### config.mk
export PLATFORM = sky130hd
export DESIGN_NAME = multicycle_controller
export DESIGN_NICKNAME = d
export VERILOG_FILES = /design/src/rtl/ctrl_pkg.sv /design/src/rtl/alu_decoder.sv /design/src/rtl/multicycle_controller.sv
export SDC_FILE = /design/constraint.sdc
export NUM_CORES = 1
export LEC_CHECK = 0
export BUFFER_PORTS_ARGS = -buffer_cell sky130_fd_sc_hd__buf_2
export CAP_MARGIN = 10
export CORE_AREA = 2 2 43 45
export CTS_CLUSTER_DIAMETER = 120
export CTS_CLUSTER_SIZE = 20
export DETAILED_ROUTE_END_ITERATION = 10
export DIE_AREA = 0 0 45 47
export PLACE_DENSITY = 0.83
export SYNTH_ARGS = -nofsm -noshare
export SYNTH_HDL_FRONTEND = slang
export SYNTH_HIERARCHICAL = 1
export SYNTH_SLANG_ARGS = --single-unit
### constraint.sdc
create_clock -name clk -period 1.59 [get_ports clk]
set_input_delay 0.159 -clock clk [delete_from_list [all_inputs] [get_ports clk]]
set_output_delay 0.159 -clock clk [all_outputs]
set_load 0.01 [all_outputs]
### src/rtl/ctrl_pkg.sv
// ctrl_pkg: shared state encoding, instruction field constants and datapath
// select encodings for the multicycle controller.
package ctrl_pkg;

    typedef enum logic [3:0] {
        FETCH,
        DECODE,
        MEM_ADDR,
        MEM_READ,
        MEM_WB,
        MEM_WRITE,
        EXEC_R,
        R_WB,
        BRANCH,
        JUMP,
        ADDI_EXEC,
        ADDI_WB
    } state_t;

    // Opcode field values (instruction[31:26])
    localparam logic [5:0] OP_RTYPE = 6'b000000;
    localparam logic [5:0] OP_LW    = 6'b100011;
    localparam logic [5:0] OP_SW    = 6'b101011;
    localparam logic [5:0] OP_BEQ   = 6'b000100;
    localparam logic [5:0] OP_BNE   = 6'b000101;
    localparam logic [5:0] OP_J     = 6'b000010;
    localparam logic [5:0] OP_ADDI  = 6'b001000;

    // Funct field values (instruction[5:0]) for R-type
    localparam logic [5:0] FN_ADD = 6'b100000;
    localparam logic [5:0] FN_SUB = 6'b100010;
    localparam logic [5:0] FN_AND = 6'b100100;
    localparam logic [5:0] FN_OR  = 6'b100101;
    localparam logic [5:0] FN_SLT = 6'b101010;

    // ALU operation encodings
    localparam logic [2:0] ALU_ADD = 3'b000;
    localparam logic [2:0] ALU_SUB = 3'b001;
    localparam logic [2:0] ALU_AND = 3'b010;
    localparam logic [2:0] ALU_OR  = 3'b011;
    localparam logic [2:0] ALU_SLT = 3'b100;

    // ALU B operand select encodings
    localparam logic [1:0] SRCB_RT      = 2'b00;
    localparam logic [1:0] SRCB_FOUR    = 2'b01;
    localparam logic [1:0] SRCB_IMM     = 2'b10;
    localparam logic [1:0] SRCB_IMM_SH2 = 2'b11;

    // PC source select encodings
    localparam logic [1:0] PCSRC_ALU    = 2'b00;
    localparam logic [1:0] PCSRC_ALUOUT = 2'b01;
    localparam logic [1:0] PCSRC_JUMP   = 2'b10;

endpackage

### src/rtl/alu_decoder.sv
// alu_decoder: maps the R-type Funct field to an ALU operation and flags
// unsupported Funct values. Purely combinational.
module alu_decoder
    import ctrl_pkg::*;
(
    input  logic [5:0] i_funct,
    output logic [2:0] o_alu_op,
    output logic       o_valid
);

    // Funct lookup; unknown codes fall back to add and are reported invalid
    always_comb begin
        o_alu_op = ALU_ADD;
        o_valid  = 1'b1;
        case (i_funct)
            FN_ADD:  o_alu_op = ALU_ADD;
            FN_SUB:  o_alu_op = ALU_SUB;
            FN_AND:  o_alu_op = ALU_AND;
            FN_OR:   o_alu_op = ALU_OR;
            FN_SLT:  o_alu_op = ALU_SLT;
            default: begin
                o_alu_op = ALU_ADD;
                o_valid  = 1'b0;
            end
        endcase
    end

endmodule

### src/rtl/multicycle_controller.sv
// multicycle_controller: state-sequenced control unit for a multicycle
// MIPS-style datapath (lw, sw, R-type, addi, beq, j).
// Optional feature: define CTRL_BNE_EN to also execute bne (Opcode 000101)
// through the BRANCH state with the Zero test inverted; when undefined that
// opcode is treated as illegal.
module multicycle_controller
    import ctrl_pkg::*;
(
    input  logic       clk,
    input  logic       rst,
    input  logic [5:0] Opcode,
    input  logic [5:0] Funct,
    input  logic       Zero,
    input  logic       MemReady,
    output logic       PCWrite,
    output logic       IorD,
    output logic       MemRead,
    output logic       MemWrite,
    output logic       IRWrite,
    output logic       MemToReg,
    output logic       RegDst,
    output logic       RegWrite,
    output logic       ALUSrcA,
    output logic [1:0] ALUSrcB,
    output logic [2:0] ALUOp,
    output logic [1:0] PCSrc,
    output logic       IllegalOp
);

    state_t     r_state;
    state_t     w_next_state;
    state_t     w_dispatch;
    logic       w_illegal;
    logic       w_branch_taken;
    logic [2:0] w_r_alu_op;
    logic       w_r_valid;

    alu_decoder u_alu_decoder (
        .i_funct  (Funct),
        .o_alu_op (w_r_alu_op),
        .o_valid  (w_r_valid)
    );

    // Opcode dispatch target out of DECODE, and whether the opcode is unsupported
    always_comb begin
        w_dispatch = FETCH;
        w_illegal  = 1'b0;
        case (Opcode)
            OP_RTYPE:      w_dispatch = EXEC_R;
            OP_LW, OP_SW:  w_dispatch = MEM_ADDR;
            OP_BEQ:        w_dispatch = BRANCH;
`ifdef CTRL_BNE_EN
            OP_BNE:        w_dispatch = BRANCH;
`endif
            OP_J:          w_dispatch = JUMP;
            OP_ADDI:       w_dispatch = ADDI_EXEC;
            default: begin
                w_dispatch = FETCH;
                w_illegal  = 1'b1;
            end
        endcase
    end

    // Branch condition: beq takes on Zero, bne (when enabled) on ~Zero
`ifdef CTRL_BNE_EN
    assign w_branch_taken = (Opcode == OP_BNE) ? ~Zero : Zero;
`else
    assign w_branch_taken = Zero;
`endif

    // State register with synchronous reset back to FETCH
    always_ff @(posedge clk) begin
        if (rst) begin
            r_state <= FETCH;
        end else begin
            r_state <= w_next_state;
        end
    end

    // Next-state logic; FETCH and memory states stall until MemReady
    always_comb begin
        w_next_state = r_state;
        case (r_state)
            FETCH:     w_next_state = MemReady ? DECODE : FETCH;
            DECODE:    w_next_state = w_dispatch;
            MEM_ADDR:  w_next_state = (Opcode == OP_LW) ? MEM_READ : MEM_WRITE;
            MEM_READ:  w_next_state = MemReady ? MEM_WB : MEM_READ;
            MEM_WB:    w_next_state = FETCH;
            MEM_WRITE: w_next_state = MemReady ? FETCH : MEM_WRITE;
            EXEC_R:    w_next_state = R_WB;
            R_WB:      w_next_state = FETCH;
            BRANCH:    w_next_state = FETCH;
            JUMP:      w_next_state = FETCH;
            ADDI_EXEC: w_next_state = ADDI_WB;
            ADDI_WB:   w_next_state = FETCH;
            default:   w_next_state = FETCH;
        endcase
    end

    // Output decode from current state; everything held low while rst is high
    always_comb begin
        PCWrite   = 1'b0;
        IorD      = 1'b0;
        MemRead   = 1'b0;
        MemWrite  = 1'b0;
        IRWrite   = 1'b0;
        MemToReg  = 1'b0;
        RegDst    = 1'b0;
        RegWrite  = 1'b0;
        ALUSrcA   = 1'b0;
        ALUSrcB   = SRCB_RT;
        ALUOp     = ALU_ADD;
        PCSrc     = PCSRC_ALU;
        IllegalOp = 1'b0;
        if (!rst) begin
            case (r_state)
                FETCH: begin
                    MemRead = 1'b1;
                    ALUSrcB = SRCB_FOUR;
                    IRWrite = MemReady;
                    PCWrite = MemReady;
                end
                DECODE: begin
                    ALUSrcB   = SRCB_IMM_SH2;
                    IllegalOp = w_illegal;
                end
                MEM_ADDR: begin
                    ALUSrcA = 1'b1;
                    ALUSrcB = SRCB_IMM;
                end
                MEM_READ: begin
                    IorD    = 1'b1;
                    MemRead = 1'b1;
                end
                MEM_WB: begin
                    MemToReg = 1'b1;
                    RegWrite = 1'b1;
                end
                MEM_WRITE: begin
                    IorD     = 1'b1;
                    MemWrite = 1'b1;
                end
                EXEC_R: begin
                    ALUSrcA = 1'b1;
                    ALUOp   = w_r_alu_op;
                end
                R_WB: begin
                    RegDst   = 1'b1;
                    RegWrite = w_r_valid;
                end
                BRANCH: begin
                    ALUSrcA = 1'b1;
                    ALUOp   = ALU_SUB;
                    PCSrc   = PCSRC_ALUOUT;
                    PCWrite = w_branch_taken;
                end
                JUMP: begin
                    PCSrc   = PCSRC_JUMP;
                    PCWrite = 1'b1;
                end
                ADDI_EXEC: begin
                    ALUSrcA = 1'b1;
                    ALUSrcB = SRCB_IMM;
                end
                ADDI_WB: begin
                    RegWrite = 1'b1;
                end
                default: ;
            endcase
        end
    end

endmodule
After elaboration in Yosys (flattened, before gate mapping)
Cells that the tools add are included.
- eq/ne operators: 21
- muxes and demuxes: 35
- reduce and logical (&&, ||, !) cells: 10
- operators with widths (cell ; count):
    $eq A6 B6 Y1 const B ; 7
    $pmux W4 S7 ; 1
    $mux W1 ; 21
    $pmux W4 S5 ; 1
    $eq A4 B3 Y1 const B ; 4
    $eq A4 B4 Y1 const B ; 4
    $mux W3 ; 4
    $pmux W3 S4 ; 1
    $reduce_or A2 Y1 ; 5
    $eq A4 B2 Y1 const B ; 2
    $eq A6 B2 Y1 const B ; 1
    $eq A6 B3 Y1 const B ; 1
    $eq A6 B4 Y1 const B ; 1
    $logic_not A6 Y1 ; 1
    $pmux W2 S3 ; 1
    $pmux W3 S2 ; 1
    $reduce_or A6 Y1 ; 1
    $reduce_or A5 Y1 ; 1
    $eq A4 B1 Y1 const B ; 1
    $logic_not A4 Y1 ; 1
    $mux W2 ; 2
    $pmux W2 S2 ; 1
    $reduce_or A4 Y1 ; 1
    $pmux W1 S3 ; 1
    $pmux W1 S2 ; 1
- register bits after elaboration: 4
- input port bits: 16
- output and inout port bits: 17
- logic and storage cells: 67

Logic depth before layout (Yosys ltp)
Gate-level depths: netlist of the first run.
- depth after elaboration: 5
- mapped depth: 5
- gate-level depth less buffers: 5

Hierarchy
Netlist of the first run, hierarchy kept.
- modules (own cells, without submodules) (module ; times used ; cells an instance ; area each (um^2)):
    multicycle_controller ; 1 ; 92 ; 610.6
    alu_decoder ; 1 ; 10 ; 78.8

Worst setup path before layout of the first run
Ideal clock, no wire load.
- path type: flip-flop to output port
- start point: reg r_state[3]
- end point: out IllegalOp
- arrival time: 1111 ps
- required time: 1431 ps
- slack: 320 ps
- cell stages (with the launch flop): 5
- path buffers: 0
- path through: dfxtp_1 or3_4 nor2_2 nand2_1 nor3_2
- word-level cells in the longest chain between the ends: 3
- ends and longest elaborated chain (item ; line ; RTL):
    start, declared ; multicycle_controller.sv:30 ; state_t r_state;
    start signal, assigned ; multicycle_controller.sv:76 ; r_state <= w_next_state;
    $eq A4 B1 Y1 ; multicycle_controller.sv:116 ; case (r_state)
    $mux W1 ; multicycle_controller.sv:116 ;
    $mux W1 ; multicycle_controller.sv:115 ; if (!rst) begin
    end, declared ; multicycle_controller.sv:27 ; output logic IllegalOp
No other way between the ends.

Worst setup path after layout of the first run
- start point: reg r_state[2]
- end point: out RegWrite
- word-level cells in the longest chain between the ends: 4
- ends and longest elaborated chain (item ; line ; RTL):
    $eq A4 B4 Y1 / $eq A4 B3 Y1 (equally long branches) ; multicycle_controller.sv:116 ;
    $reduce_or A2 Y1 (no source line) ; n/a ;
    $pmux W1 S2 * ; multicycle_controller.sv:116 ;
    $mux W1 * ; multicycle_controller.sv:115 ;
    end, declared ; multicycle_controller.sv:22 ; output logic RegWrite,
Every way passes the cells marked *; elsewhere a longest branch is shown, timed or not.

==> qor.csv, run 1 <==
metric,value,unit
path_class,reg -> out,
worstPathRequired,1.43,ns
clkSlewWorstSetupHoldPaths,0.05,ns
cts_tree,yes,
avgViaCountPerCell,5.65,
r2r-start,r_state[3],
core,1650,um^2
regMostFlops,r_state,
arrival,1.47,ns
finalCriticalPeriod,1.63,ns
initial_utilization,0.417,
min_to,r_state[0],
synth_ff_type,dfxtp_1,
cts_buffers,3,
cts_max_path_buffers,2,
drive_gt1_frac,0.475,
syn_area_per_cell,6.76,um^2
first_pass_iters,4,
overflow,0,
worstReg2RegEnd,r_state[1],
place_hpwl,1530,um
crit_family,compound AO/OA/AOI/OAI gates,
leakagePower,0.415,nW
holdCritPathClass,in -> reg,
nFillCells,154,
io_pins,33,
violations,setup timing,
syn_to_final_growth,41.2,%
min_path_cells,3,
drtIter0Drc,16,
final_hold_viol_count,0,
clockRootBuffer,clkbuf_4,
die_w,45,um
rsz0062_at_grt,true,
die_h,47,um
ys_ff_latch,4,
reg.largest.list,r_state: 4 flops,
largest_register_ffs,4,
slew_headroom,0.765,
finalClockSkew,0.0107,ns
vias,892,
wirelength,2100,um
slowest_stage,dfxtp_4,
ys_warn_count,6,
grtUsageTotal,0.223,
power.density,385,nW/um^2
antenna_found_initial,0,
gp_congestion,0.885,
critical_path.max_stage_delay,0.38,ns
clock.fmax,614,MHz
period_share,1.02,
fp.dieArea,2120,um^2
worst_setup_path_start_kind,flop,
status,finished with violations,
insertion_delay,0.26,ns
clock_sinks,4,
synthTopCellsByArea,"dfxtp_1, nor2_1, nor3_1, nand2b_1, a21oi_1",
cp_cell_sequence,nor2b_2 -> nand2_1 -> a21o_1 -> a21oi_1 -> buf_2,
syn_area,689,um^2
diodes,0,
ctsHoldBuffers,0,
synthArstFlopShare,0,
grt_pass1_vias,826,
yosysMostFrequentCell,nor2_1,
whs,0.266,ns
vdd_drop_max,200,uV
synth_cell_types,38,
startpoint,r_state[2],
r2r.worst_path.cells,4,
maxSlewViolCount,0,
postRouteAntennaNets,0,
drc,0,
placed_cell_area,892,um^2
cap_violations,0,
cp_num_buf_inv,1,
ys_seq_area_frac,0.116,
synth.largest_area_cell,dfxtp_1,
synthCells,102,
syn_nets,118,
synth_edf_count,0,
ys_top_cells_by_count,"nor2_1, nor3_1, nand2_1, a21oi_1, nand2b_1",
critPathMaxFanout,8,
yosys.area.top_type_share,0.116,
num_rows,15,
reg2reg_slack,0.25,ns
tightest_slew,0.349,ns
grt_max_degree,14,
hp-start,Opcode[1],
final_cell_area,973,um^2
wl_per_cell,13.3,um
fin_nets,159,
numPortBuffers,32,
grt_pass1_wl,3450,um
endpoint_kind,output pin,
setup_viol_count_final,2,
htree_levels,1,
fin_ws,-0.0395,ns
-- cells in the final DEF (no fill, tap or decap), drive strengths merged --
cell type | synthesis | final
buf | 7 | 43
nor2 | 16 | 16
nor3 | 11 | 11
nand2 | 8 | 8
a21oi | 6 | 6
nand2b | 6 | 6
o21ai | 5 | 5
dfxtp | 4 | 4
a31oi | 3 | 3
nor4b | 3 | 3
nand3 | 3 | 3
clkbuf | 0 | 3
or3 | 3 | 3
nor2b | 3 | 3
nor4 | 3 | 3
and3 | 2 | 2
nand4 | 2 | 2
a2111oi | 2 | 2
o21bai | 2 | 2
nand3b | 2 | 2
xor2 | 1 | 1
a21o | 1 | 1
xnor2 | 1 | 1
a32o | 1 | 1
inv | 1 | 1
a2bb2oi | 1 | 1
o32ai | 1 | 1
or3b | 1 | 1
a211oi | 1 | 1
and2b | 1 | 1
mux2 | 1 | 1
-- worst reg2reg max path, delay by kind of cell, from the launching register on --
| kind | cells | cell delay, ns |
|---|---|---|
| buffers and inverters | 1 | 0.17 |
| AO/OA/AOI/OAI | 2 | 0.38 |
| AND/OR/NAND/NOR | 1 | 0.32 |
| flip-flops | 1 | 0.37 |
-- per-layer routing --
layer / part of all wire / track usage / vias to the layer above / wire [um]
met5: 0 / 0 / - / 0
met4: 0.018 / 0.147 / 0 / 37
met3: 0.051 / 0.0385 / 5 / 108
met2: 0.54 / 0.394 / 35 / 1140
met1: 0.39 / 0.245 / 394 / 808
li1: - / - / 458 / -
-- worst max-delay path by stage --
stage / to / slack (ns) / cells after the start
detailed placement: r_state[1] / 0.15 / 4
global placement: IllegalOp / 0.19 / 5
CTS: IllegalOp / -0.01 / 5
global route: RegWrite / -0.09 / 5
floorplan: IllegalOp / 0.32 / 4
finish: RegWrite / -0.04 / 5
-- what timing repair did --
action / in CTS / in global routing
setup buffers: 0 / 3
resized for setup: 4 / 9
setup endpoints to repair: 8 / 11
pin swaps: 1 / 3
-- cells by family after synthesis --
family / Yosys count / synth area share
DFF: 4 / 0.116
xor gates and xnor gates: 2 / 0.0254
buffers and inverters: 8 / 0.0617
and+or+nand+nor: 64 / 0.539
muxes: 1 / 0.0163
AOI/OAI and AO/OA: 23 / 0.241
-- report_power, final --
part	total, W	switching [W]	internal [W]	leakage (nW)
combinational	0.000129	0.0000700	0.0000591	0.367
clock	0.000141	0.0000558	0.0000854	0.0138
sequential	0.000105	0.00000573	0.0000992	0.0347
-- per-stage QoR --
step                       util  power (W)  setup TNS (ns)  setup slack [ns]  cells
after floorplan               -   0.000178               0             0.320    102
after global placement    0.540   0.000227               0             0.185    152
after detailed placement  0.540   0.000231               0             0.146    152
after CTS                 0.560   0.000368         -0.0133           -0.0133    155
after global routing      0.589   0.000403          -0.231           -0.0929    158
final                     0.589   0.000375         -0.0431           -0.0395    158
-- area by class of cell --
type	instances	area [um^2]	area share
tap	17	21.3	0.0219
timing repair buffer	43	243	0.249
multi-input combinational	90	592	0.608
sequential	4	91.3	0.0938
clock buffer	3	22.5	0.0231
inverter	1	3.75	0.00386
No activity file was read; power rests on OpenSTA's default activity.
==> run 2, diff against run 1 <==
--- a/config.mk
+++ b/config.mk
@@ -12,7 +12,8 @@
 export CTS_CLUSTER_SIZE = 20
 export DETAILED_ROUTE_END_ITERATION = 10
 export DIE_AREA = 0 0 45 47
-export PLACE_DENSITY = 0.83
+export PLACE_DENSITY = 0.74
+export RECOVER_POWER = 50
 export SYNTH_ARGS = -nofsm -noshare
 export SYNTH_HDL_FRONTEND = slang
 export SYNTH_HIERARCHICAL = 1
==> run 2 against run 1 <==
  * The flow now finishes without violations
  * Count of clock-buffer cells in the layout is the same
  * Clock skew fell by 0.0091 ns
  * Routed wire length down 7.5%
  * Register-to-register slack improved by 0.05 ns
  * Worst setup slack better by 0.080 ns
  * Clock power fell by 9.9%
  * Largest cell class unchanged
  * Largest power group unchanged
  * Highest routed layer unchanged
==> qor.csv, run 2 (same netlist as run 1, synthesis figures left out) <==
metric,value,unit
status,completed,
place_inst,150,
core,1650,um^2
place_hpwl,1540,um
drive_gt1_frac,0.413,
final_common_cell,buf_2,
clock.fmax,646,MHz
final_hold_viol_count,0,
wirelength,1940,um
cts_max_path_buffers,2,
grtUsageTotal,0.206,
setup_viol_count_final,0,
ctsHoldBuffers,0,
drtIter0Drc,24,
regMostFlops,r_state,
r2r.worst_path.cells,5,
worst_setup_path_start_kind,flop,
final_cell_mix,"buf_2, nor2_1, nor3_1",
period_share,0.974,
maxSlewViolCount,0,
cts_buffers,3,
worstReg2RegEnd,r_state[1],
r2r-start,r_state[1],
grtUsageMet2,0.366,
numPortBuffers,32,
power.density,386,nW/um^2
htree_levels,1,
placed_cell_area,877,um^2
dp_slack,0.149,ns
min_path_cells,3,
vdd_drop_max,249,uV
min_to,r_state[0],
slew_headroom,0.790,
setup_tns,0,ns
leakagePower,0.385,nW
path_class,reg -> out,
grt_pass1_vias,762,
whs,0.234,ns
io_pins,33,
cts_tree,yes,
busiest_layer,met2,
multi_input_area,577,um^2
postRouteAntennaNets,0,
antenna_found_initial,0,
clock_sinks,4,
holdCritPathClass,in -> reg,
finalClockSkew,0.00159,ns
clockRootBuffer,clkbuf_4,
reg.largest.list,r_state: 4 flops,
final_cell_area,931,um^2
clkSlewWorstSetupHoldPaths,0.04,ns
reg2reg_slack,0.30,ns
hp-start,Opcode[1],
tightest_slew,0.312,ns
initial_utilization,0.417,
avgViaCountPerCell,5.57,
fin_ws,0.0409,ns
endpoint_kind,output pin,
fp.dieArea,2120,um^2
drc,0,
grtUsageMet3,0.0385,
fin_nets,156,
gp_congestion,0.829,
arrival,1.39,ns
die_h,47,um
rsz0062_at_grt,true,
grt_pass1_wl,3220,um
critPathMaxFanout,7,
largest_register_ffs,4,
first_pass_iters,4,
fin_cells,155,
die_w,45,um
overflow,0,
num_rows,15,
diodes,0,
syn_to_final_growth,35.0,%
seqCellArea,88.8,um^2
insertion_delay,0.24,ns
nFillCells,179,
cap_violations,0,
worstPathRequired,1.43,ns
finalCriticalPeriod,1.55,ns
grt_max_degree,17,
gr-usage-met1,0.251,
vias,863,
wl_per_cell,12.5,um
-- run 2: cell types whose count changed in the layout (fill, tap and decap cells not counted), sizes merged --
| cell | previous run | this run |
|---|---|---|
| buf | 43 | 37 |
| clkbuf | 3 | 6 |
-- run 2: what timing repair did --
action | CTS | global route
pin swaps | 2 | 0
endpoints found under the setup margin | 8 | 8
setup buffers | 1 | 1
resized for setup | 5 | 4
cloned | 0 | 0
-- run 2: layout make-up --
type / count / area share
multi-input combinational: 90 / 0.620
timing repair buffer: 40 / 0.234
sequential: 4 / 0.0954
clock buffer: 3 / 0.0242
tap: 17 / 0.0228
inverter: 1 / 0.00403
-- run 2: report_power, final --
part           switching (W)  internal, W  leakage, nW
logic              0.0000664    0.0000570        0.337
registers         0.00000800     0.000101       0.0344
clock network      0.0000427    0.0000845       0.0138
-- run 2: how the worst max path moves through the flow --
stage / startpoint / endpoint / slack [ns] / cells after the start
5_1_grt: r_state[2] / IllegalOp / -0.04 / 5
2_1_floorplan: r_state[3] / IllegalOp / 0.32 / 4
6_report: r_state[2] / IllegalOp / 0.04 / 5
3_3_place_gp: r_state[3] / IllegalOp / 0.16 / 5
4_1_cts: r_state[2] / IllegalOp / 0.02 / 5
3_5_place_dp: r_state[0] / PCWrite / 0.15 / 3
-- run 2: metrics by stage --
stage	total power, W	utilization
after floorplan	0.000178	-
after global placement	0.000226	0.531
after detailed placement	0.000231	0.531
after CTS	0.000361	0.556
after global routing	0.000388	0.564
final	0.000360	0.564
-- run 2: worst max-delay path, cell delays in order (launching register included) --
cell and delay, ns:
dfxtp_4 0.36, or3_4 0.41, nor2_4 0.11, nand2_2 0.05, nor3_2 0.08, buf_2 0.14
-- run 2: metal layers --
metal | routed length, um | share of wire | vias to the layer above
met5 | 0 | 0 | -
met4 | 21 | 0.011 | 0
met1 | 776 | 0.40 | 378
met3 | 121 | 0.062 | 4
li1 | - | - | 450
met2 | 1020 | 0.53 | 31
==> run 3, diff against run 2 <==
--- a/config.mk
+++ b/config.mk
@@ -12,6 +12,7 @@
 export CTS_CLUSTER_SIZE = 20
 export DETAILED_ROUTE_END_ITERATION = 10
 export DIE_AREA = 0 0 45 47
+export GPL_ROUTABILITY_DRIVEN = 0
 export PLACE_DENSITY = 0.74
 export RECOVER_POWER = 50
 export SYNTH_ARGS = -nofsm -noshare
==> constraint.sdc (replaced) <==
create_clock -name clk -period 1.59 [get_ports clk]
set_input_delay 0.318 -clock clk [delete_from_list [all_inputs] [get_ports clk]]
set_output_delay 0.318 -clock clk [all_outputs]
set_load 0.01 [all_outputs]
==> run 3 against run 2 <==
  * First-iteration DRC count down 17%
  * The flow now finishes with violations (setup timing)
  * Sequential power down 4%
  * Critical path depth did not move
  * Highest routed layer unchanged
  * Global-route usage grew 2.1 points
  * Count of clock-buffer cells in the layout is the same
  * Utilization up 20 points
  * Cell count grew 9.7%
  * Critical endpoint unchanged
  * Sequential cell count is the same
  * Worst hold slack improved by 0.18 ns
  * Non-clock buffer count increased by 15
==> qor.csv, run 3 (same netlist as run 1, synthesis figures left out) <==
metric,value,unit
status,finished with violations,
violations,setup timing,
setup_viol_count_final,9,
grt_pass1_vias,879,
clockRootBuffer,clkbuf_4,
arrival,1.40,ns
leakagePower,0.523,nW
first_pass_iters,4,
final_hold_viol_count,0,
initial_utilization,0.417,
cts_max_path_buffers,2,
core,1650,um^2
critPathMaxFanout,5,
rsz0062_at_grt,true,
reg.largest.list,r_state: 4 flops,
ctsHoldBuffers,0,
fin_ws,-0.124,ns
endpoint_kind,output pin,
drc,0,
postRouteAntennaNets,0,
htree_levels,1,
wirelength,2580,um
final_common_cell,buf_2,
power.density,326,nW/um^2
worstPathRequired,1.27,ns
worst_setup_path_start_kind,flop,
finalCriticalPeriod,1.71,ns
nFillCells,122,
cap_violations,0,
grtUsageMet3,0.0385,
grtUsageTotal,0.227,
seqCellArea,92.6,um^2
clock.fmax,583,MHz
tightest_slew,0.394,ns
drtIter0Drc,20,
regMostFlops,r_state,
clock_sinks,4,
largest_register_ffs,4,
maxSlewViolCount,0,
overflow,0,
drive_gt1_frac,0.608,
multi_input_area,731,um^2
fin_util,0.764,
diodes,0,
slew_headroom,0.737,
io_pins,33,
path_class,reg -> out,
num_rows,15,
whs,0.412,ns
vdd_drop_max,551,uV
holdCritPathClass,in -> reg,
die_h,47,um
vias,998,
period_share,1.08,
wl_per_cell,15.2,um
grt_max_degree,14,
antenna_found_initial,0,
grt_pass1_wl,3680,um
avgViaCountPerCell,5.87,
finalClockSkew,0.00802,ns
syn_to_final_growth,82.9,%
place_hpwl,1640,um
cts_buffers,3,
gr-usage-met1,0.272,
numPortBuffers,32,
fin_nets,171,
clkSlewWorstSetupHoldPaths,0.04,ns
insertion_delay,0.24,ns
die_w,45,um
grtUsageMet2,0.437,
cts_tree,yes,
busiest_layer,met2,
fp.dieArea,2120,um^2
final_cell_mix,"buf_2, buf_4, nor2_1, buf_6",
run 3: through the flow:
stage	setup WS, ns	instance area [um^2]	setup TNS (ns)	instances	power (W)
CTS	-0.125	1120	-0.649	167	0.000390
detailed placement	-0.154	937	-0.313	158	0.000243
global route	-0.196	1260	-1.26	170	0.000436
global placement	-0.0906	937	-0.177	158	0.000237
floorplan	0.0424	689	0	102	0.000178
finish	-0.124	1260	-0.597	170	0.000411
run 3: power breakdown:
group          internal [W]  switching [W]
Sequential        0.0000994     0.00000534
Combinational     0.0000882      0.0000934
Clock             0.0000843      0.0000405
Total              0.000272       0.000139
run 3: worst paths after layout:
kind | from | endpoint | slack (ns) | depth (start not counted)
worst min register to register | r_state[1] | r_state[2] | 0.62 | 2
worst min-delay path | Opcode[1] | r_state[0] | 0.41 | 3
worst max register to register | r_state[2] | r_state[2] | 0.06 | 6
worst max-delay path | r_state[2] | IllegalOp | -0.12 | 5
run 3: repair_timing:
action	4_1_cts	5_1_grt
setup buffers	6	3
setup endpoints to repair	16	16
resized for setup	30	24
pin swaps	11	11
run 3: critical path, stage by stage (launching register included):
cell and delay [ns]:
dfxtp_4 0.35, or3_4 0.40, nor2_4 0.11, nand2_2 0.05, nor3_2 0.09, buf_2 0.15
run 3: metal layers:
metal | wire length (um) | share of wire
met5 | 0 | 0
met4 | 11 | 0.0043
met3 | 117 | 0.045
met2 | 1340 | 0.52
met1 | 1110 | 0.43
run 3: final cells by class:
class                   count  area share
inverters                   1     0.00298
clock buffers               3      0.0179
multi-input cells          90       0.579
repair buffers             55       0.310
well taps                  17      0.0169
flip-flops and latches      4      0.0734
